==> src/rtl/lc3_mem_if.sv <==
// Memory-side bus of the LC-3 data-memory access unit.
// The access unit drives the request side (master); the memory answers (slave).
interface lc3_mem_if;
    logic [15:0] mem_addr;
    logic [15:0] mem_wdata;
    logic        mem_en;
    logic        mem_we;
    logic [15:0] mem_rdata;
    logic        mem_ready;

    modport master (
        output mem_addr,
        output mem_wdata,
        output mem_en,
        output mem_we,
        input  mem_rdata,
        input  mem_ready
    );

    modport slave (
        input  mem_addr,
        input  mem_wdata,
        input  mem_en,
        input  mem_we,
        output mem_rdata,
        output mem_ready
    );
endinterface

==> src/rtl/lc3_mem_access.sv <==
// LC-3 data-memory access sequencer.
// Consumes the EAB effective address and performs LD/LDR, LDI, ST/STR and STI
// over a ready-based memory handshake. Indirect ops fetch a pointer first and
// then use it unchanged as the final address. A stalled request is abandoned
// after TIMEOUT_CYC cycles without memReady (0 disables the abort).
module lc3_mem_access #(
    parameter int TIMEOUT_CYC = 64
) (
    input  logic              i_clk,
    input  logic              i_reset,
    input  logic              i_start,
    input  logic [1:0]        i_op,
    input  logic [15:0]       i_eab_out,
    input  logic [15:0]       i_store_data,
    output logic              o_busy,
    output logic              o_done,
    output logic              o_err,
    output logic [15:0]       o_mdr_out,
    lc3_mem_if.master         mem
);

    localparam logic [2:0] S_IDLE    = 3'd0;
    localparam logic [2:0] S_PTR_REQ = 3'd1;
    localparam logic [2:0] S_MAR_LD  = 3'd2;
    localparam logic [2:0] S_ACC_REQ = 3'd3;
    localparam logic [2:0] S_DONE    = 3'd4;

    localparam logic [15:0] LP_TIMEOUT = 16'(TIMEOUT_CYC);
    localparam logic        LP_TO_EN   = (TIMEOUT_CYC != 0);

    logic [2:0]  r_state;
    logic        r_is_store;
    logic [15:0] r_addr;
    logic [15:0] r_wdata;
    logic [15:0] r_ptr;
    logic [15:0] r_mdr;
    logic [15:0] r_cnt;
    logic        r_mem_en;
    logic        r_mem_we;
    logic        r_busy;
    logic        r_done;
    logic        r_err;

    logic [15:0] w_cnt_next;
    logic        w_timeout;

    // Stall counter increment and abort decision for the current request.
    always_comb begin
        w_cnt_next = r_cnt + 16'd1;
        if (LP_TO_EN && r_mem_en && !mem.mem_ready && (w_cnt_next == LP_TIMEOUT)) begin
            w_timeout = 1'b1;
        end else begin
            w_timeout = 1'b0;
        end
    end

    // Access sequencer: state, bus request registers and completion pulses.
    always_ff @(posedge i_clk) begin
        if (i_reset) begin
            r_state    <= S_IDLE;
            r_is_store <= 1'b0;
            r_addr     <= 16'h0000;
            r_wdata    <= 16'h0000;
            r_ptr      <= 16'h0000;
            r_mdr      <= 16'h0000;
            r_cnt      <= 16'h0000;
            r_mem_en   <= 1'b0;
            r_mem_we   <= 1'b0;
            r_busy     <= 1'b0;
            r_done     <= 1'b0;
            r_err      <= 1'b0;
        end else begin
            // Pulses last exactly one cycle unless re-asserted below.
            r_done <= 1'b0;
            r_err  <= 1'b0;
            case (r_state)
                S_IDLE: begin
                    if (i_start) begin
                        r_addr     <= i_eab_out;
                        r_wdata    <= i_store_data;
                        r_is_store <= i_op[1];
                        r_cnt      <= 16'h0000;
                        r_mem_en   <= 1'b1;
                        r_busy     <= 1'b1;
                        if (i_op[0]) begin
                            // Pointer fetch is always a read.
                            r_mem_we <= 1'b0;
                            r_state  <= S_PTR_REQ;
                        end else begin
                            r_mem_we <= i_op[1];
                            r_state  <= S_ACC_REQ;
                        end
                    end
                end
                S_PTR_REQ: begin
                    if (mem.mem_ready) begin
                        r_ptr    <= mem.mem_rdata;
                        r_mem_en <= 1'b0;
                        r_state  <= S_MAR_LD;
                    end else if (w_timeout) begin
                        r_mem_en <= 1'b0;
                        r_done   <= 1'b1;
                        r_err    <= 1'b1;
                        r_state  <= S_DONE;
                    end else begin
                        r_cnt <= w_cnt_next;
                    end
                end
                S_MAR_LD: begin
                    r_addr   <= r_ptr;
                    r_mem_en <= 1'b1;
                    r_mem_we <= r_is_store;
                    r_cnt    <= 16'h0000;
                    r_state  <= S_ACC_REQ;
                end
                S_ACC_REQ: begin
                    if (mem.mem_ready) begin
                        if (!r_is_store) begin
                            r_mdr <= mem.mem_rdata;
                        end
                        r_mem_en <= 1'b0;
                        r_done   <= 1'b1;
                        r_state  <= S_DONE;
                    end else if (w_timeout) begin
                        r_mem_en <= 1'b0;
                        r_done   <= 1'b1;
                        r_err    <= 1'b1;
                        r_state  <= S_DONE;
                    end else begin
                        r_cnt <= w_cnt_next;
                    end
                end
                S_DONE: begin
                    r_busy  <= 1'b0;
                    r_state <= S_IDLE;
                end
                default: begin
                    r_mem_en <= 1'b0;
                    r_busy   <= 1'b0;
                    r_state  <= S_IDLE;
                end
            endcase
        end
    end

    assign o_busy        = r_busy;
    assign o_done        = r_done;
    assign o_err         = r_err;
    assign o_mdr_out     = r_mdr;
    assign mem.mem_addr  = r_addr;
    assign mem.mem_wdata = r_wdata;
    assign mem.mem_en    = r_mem_en;
    assign mem.mem_we    = r_mem_we;

endmodule

==> src/flat_wrapper.sv <==
// flat-port wrapper written by rule: the top's interface ports become plain ports
module lc3_mem_access_flat 
#(
    parameter int TIMEOUT_CYC = 64
)
  (i_clk, i_reset, i_start, i_op, i_eab_out, i_store_data, o_busy, o_done, o_err, o_mdr_out, mem_mem_addr, mem_mem_wdata, mem_mem_en, mem_mem_we, mem_mem_rdata, mem_mem_ready);
  lc3_mem_if mem_i ();
  input  logic i_clk;
  input  logic i_reset;
  input  logic i_start;
  input  logic [1:0] i_op;
  input  logic [15:0] i_eab_out;
  input  logic [15:0] i_store_data;
  output logic o_busy;
  output logic o_done;
  output logic o_err;
  output logic [15:0] o_mdr_out;
  output wire logic [$bits(mem_i.mem_addr)-1:0] mem_mem_addr;
  output wire logic [$bits(mem_i.mem_wdata)-1:0] mem_mem_wdata;
  output wire logic [$bits(mem_i.mem_en)-1:0] mem_mem_en;
  output wire logic [$bits(mem_i.mem_we)-1:0] mem_mem_we;
  input wire logic [$bits(mem_i.mem_rdata)-1:0] mem_mem_rdata;
  input wire logic [$bits(mem_i.mem_ready)-1:0] mem_mem_ready;
  assign mem_mem_addr = mem_i.mem_addr;
  assign mem_mem_wdata = mem_i.mem_wdata;
  assign mem_mem_en = mem_i.mem_en;
  assign mem_mem_we = mem_i.mem_we;
  assign mem_i.mem_rdata = mem_mem_rdata;
  assign mem_i.mem_ready = mem_mem_ready;
  lc3_mem_access #(.TIMEOUT_CYC(TIMEOUT_CYC)) u_core (.i_clk(i_clk), .i_reset(i_reset), .i_start(i_start), .i_op(i_op), .i_eab_out(i_eab_out), .i_store_data(i_store_data), .o_busy(o_busy), .o_done(o_done), .o_err(o_err), .o_mdr_out(o_mdr_out), .mem(mem_i));
endmodule
==> config.mk <==
export PLATFORM = sky130hd
export DESIGN_NAME = lc3_mem_access_flat
export DESIGN_NICKNAME = d
export VERILOG_FILES = /design/src/rtl/lc3_mem_if.sv /design/src/rtl/lc3_mem_access.sv /design/src/flat_wrapper.sv
export SDC_FILE = /design/constraint.sdc
export NUM_CORES = 1
export LEC_CHECK = 0
export CAP_MARGIN = 20
export CORE_MARGIN = 2
export CORE_UTILIZATION = 48
export DETAILED_ROUTE_END_ITERATION = 12
export PLACE_DENSITY = 0.8
export SYNTH_ARGS = -nofsm -noshare
export SYNTH_HDL_FRONTEND = slang
export SYNTH_SLANG_ARGS = --single-unit
==> constraint.sdc <==
create_clock -name i_clk -period 3.35 [get_ports i_clk]
set_clock_uncertainty 0.15 [all_clocks]
set_input_delay 0.5025 -clock i_clk [delete_from_list [all_inputs] [get_ports i_clk]]
set_output_delay 0.5025 -clock i_clk [all_outputs]
set_load 0.05 [all_outputs]
==> impl_metrics.yaml <==
detailed_routing:
  detail_route.wl_per_cell_um: 15.5
  wl_mm: 10.3
  antenna_left: 0
  vias: 3701
  vias_per_cell: 5.56
  drcViolationCount: 0
  firstDrtPassIters: 7
  drt-initial-drc-count: 321
placement:
  placed_area_um2: 4930
  io_buffer_count: 106
  dp_hpwl_mm: 7.07
  dp.cells: 650
  gp_congestion: 0.849
synthesis:
  ys_ff_latch: 89
  synth.distinct_cells: 55
  syn-num-nets: 525
  synth_area_per_cell_um2: 8.23
  ys_warn_count: 0
  syn_inst: 469
  synthArstFlopShare_pct: 0
  synthesis.area_um2: 3860
  synth_flop_cell: "dfxtp_1"
  seq_area_frac_synth_pct: 46.1
  synth_edf_count: 0
clock_network:
  cts_max_level: 3
  cts_setup_buffers: 0
  clock_tree.buffer_depth: 2
  clock-sinks: 89
  cts_buffers: 9
  ctsHoldBuffers: 0
  clock_latency_ps: 360
  cts.root.buffer_cell: "clkbuf_8"
  path_clk_slew_ps: 90
  cts_tree: "done"
layout:
  fill_cells: 641
  fin_area_um2: 5100
  stdcell_count: 666
  multi_input_area_um2: 1890
  area_growth_pct: 32.2
  regArea_um2: 1780
  layout-drive-gt1-share_pct: 7.09
  nets: 615
  antenna_cells: 0
critical_path:
  cp.arrival_ps: 3250
  cp_slowest_stage_delay_ps: 450
  worst_ep_required_time_ps: 3490
  cp_top_family: "compound AO/OA/AOI/OAI gates"
  worstPathBufferInverterCount: 0
  worstSetupStartpointType: "flop"
  worstSetupPathType: "reg -> reg"
  cp-end-kind: "flop"
  crit_path_cell_trace: "ha_1 > nand3_2 > or2_1 > or3_4 > a221oi_4 > a31o_1 > nand2_1 > a31oi_1"
  cp_max_fo: 10
  slowest_stage: "dfxtp_1"
die:
  die-area_um2: 8780
  rows: 32
  core_area_um2: 7770
  initial_utilization_pct: 49.7
  die_w_um: 93.7
  die_h_um: 93.7
  io_pins: 107
timing:
  max_freq_ghz: 0.321
  tightest_slew_ps: 778
  final.setup.tns_ps: 0
  hold_viol: 0
  slew_violations: 0
  setup_viol: 0
  relSlewSlack_pct: 48.2
  rsz0062_at_grt: "no"
  whs_ps: 308
  period_share_pct: 93.0
  layout_min_cycle_time_ps: 3110
global_route:
  overflow: 0
  grt_pass1_vias: 3590
  grt_usage_pct: 24.0
  grt_max_degree: 74
  antenna_found_initial: 0
  grt_pass1_wl_mm: 16.7
outcome:
  status: "finished clean"
power_and_ir_drop:
  peakVddDrop_uv: 344
  power_mw: 2.27
  p_leak_nw: 1.85
  powerDensity_nw_per_um2: 444
worst_hold_path:
  hold_path_class: "reg -> reg"
job:
  max_cap_violations: 0
-- layout make-up --
type	instances	share of cell area (%)
well taps	102	2.50
clock buffers	10	2.50
flip-flops and latches	89	34.9
inverters	6	0.441
multi-input cells	340	37.1
clock inverters	6	0.833
repair buffers	113	21.7
-- synthesized netlist by cell type, types with 3 or more instances --
cell	n	area (um^2)
a31o_1	3	26.3
buf_4	4	30.0
a22o_1	4	35.0
or3_1	7	43.8
o21ai_0	9	45.0
nand2b_1	4	25.0
nand4_1	6	37.5
nor3_1	5	25.0
nand3_1	15	75.1
nor2_1	36	135
dfxtp_1	89	1780
buf_6	3	33.8
nor3b_1	3	22.5
xnor2_1	5	43.8
nor2b_1	3	18.8
inv_1	6	22.5
o22ai_1	3	18.8
a222oi_1	16	160
and3_1	5	31.3
a21oi_1	61	305
clkbuf_1	24	90.1
nand2_1	117	439
-- timing repair --
item                                    CTS  global route
endpoints found under the hold margin     0             0
endpoints found under the setup margin    0             6
resized for setup                         0             1
-- per-stage QoR --
stage / utilization, % / worst slack (ps)
finish: 65.7 / 236
global route: 65.7 / 30.5
CTS: 65.7 / 153
detailed placement: 63.5 / 170
global placement: 63.5 / 360
floorplan: - / 770
-- sequential cells by signal, summed over array words and instances, names as in the netlist --
signal                count
u_core.mem.mem_addr      16
u_core.mem.mem_wdata     16
u_core.mem.mem_en         1
u_core.r_ptr             16
u_core.o_mdr_out         16
u_core.r_state            3
u_core.r_is_store         1
u_core.o_err              1
u_core.r_cnt             16
u_core.mem.mem_we         1
u_core.o_busy             1
u_core.o_done             1
-- cell usage in the layout (no fill, tap or decap), types with 3 or more instances in the layout --
master / instances
nand2b_1: 4
nand3_1: 15
nand4_1: 6
nor3_1: 5
a22o_1: 4
nor2_1: 36
nor2b_1: 3
clkdlybuf4s50_1: 105
and3_1: 5
nor3b_1: 3
o21ai_0: 9
dfxtp_1: 89
or3_1: 7
xnor2_1: 5
clkbuf_8: 9
o22ai_1: 3
buf_4: 7
nand2_1: 117
a21oi_1: 61
a31o_1: 3
inv_1: 6
a222oi_1: 16
-- power by group --
group | internal (mW) | total, mW | switching [mW]
registers | 1.11 | 1.14 | 0.0329
logic | 0.175 | 0.460 | 0.284
clock network | 0.271 | 0.667 | 0.396
-- worst reg2reg max path: stages, from the launching register on --
cell and delay, ps:
dfxtp_1 450, ha_1 400, nand3_2 180, or2_1 290
or3_4 350, a221oi_4 380, a31o_1 450, nand2_1 180
a31oi_1 220
-- layer usage --
| layer | track usage [%] | wire length, um | vias to the layer above |
|---|---|---|---|
| met5 | 0 | 0 | - |
| met4 | 11.6 | 276 | 0 |
| met3 | 9.79 | 964 | 24 |
| met2 | 37.4 | 4810 | 131 |
| met1 | 28.7 | 4290 | 1726 |
| li1 | - | - | 1820 |
-- path summary, 6_finish.rpt --
check | cells after the start | slack (ps) | start | to
worst min register to register | 2 | 310 | u_core.mem.mem_wdata[3]$_SDFFE_PP0P_ | u_core.mem.mem_wdata[3]$_SDFFE_PP0P_
worst max register to register | 8 | 240 | u_core.r_cnt[0]$_SDFFE_PP0P_ | u_core.r_cnt[2]$_SDFFE_PP0P_
worst max-delay path | 8 | 240 | u_core.r_cnt[0]$_SDFFE_PP0P_ | u_core.r_cnt[2]$_SDFFE_PP0P_
worst min-delay path | 2 | 310 | u_core.mem.mem_wdata[3]$_SDFFE_PP0P_ | u_core.mem.mem_wdata[3]$_SDFFE_PP0P_
-- cells by family after synthesis --
family / share of synthesized area (%)
AO/OA/AOI/OAI: 19.1
XOR/XNOR: 1.13
adder cells (fa/ha/maj): 0.648
buffers and inverters: 5.09
flip-flops: 46.1
multiplexers: 0.648
AND/OR/NAND/NOR: 27.2
Note: power is estimated with default switching activity, not from simulation.
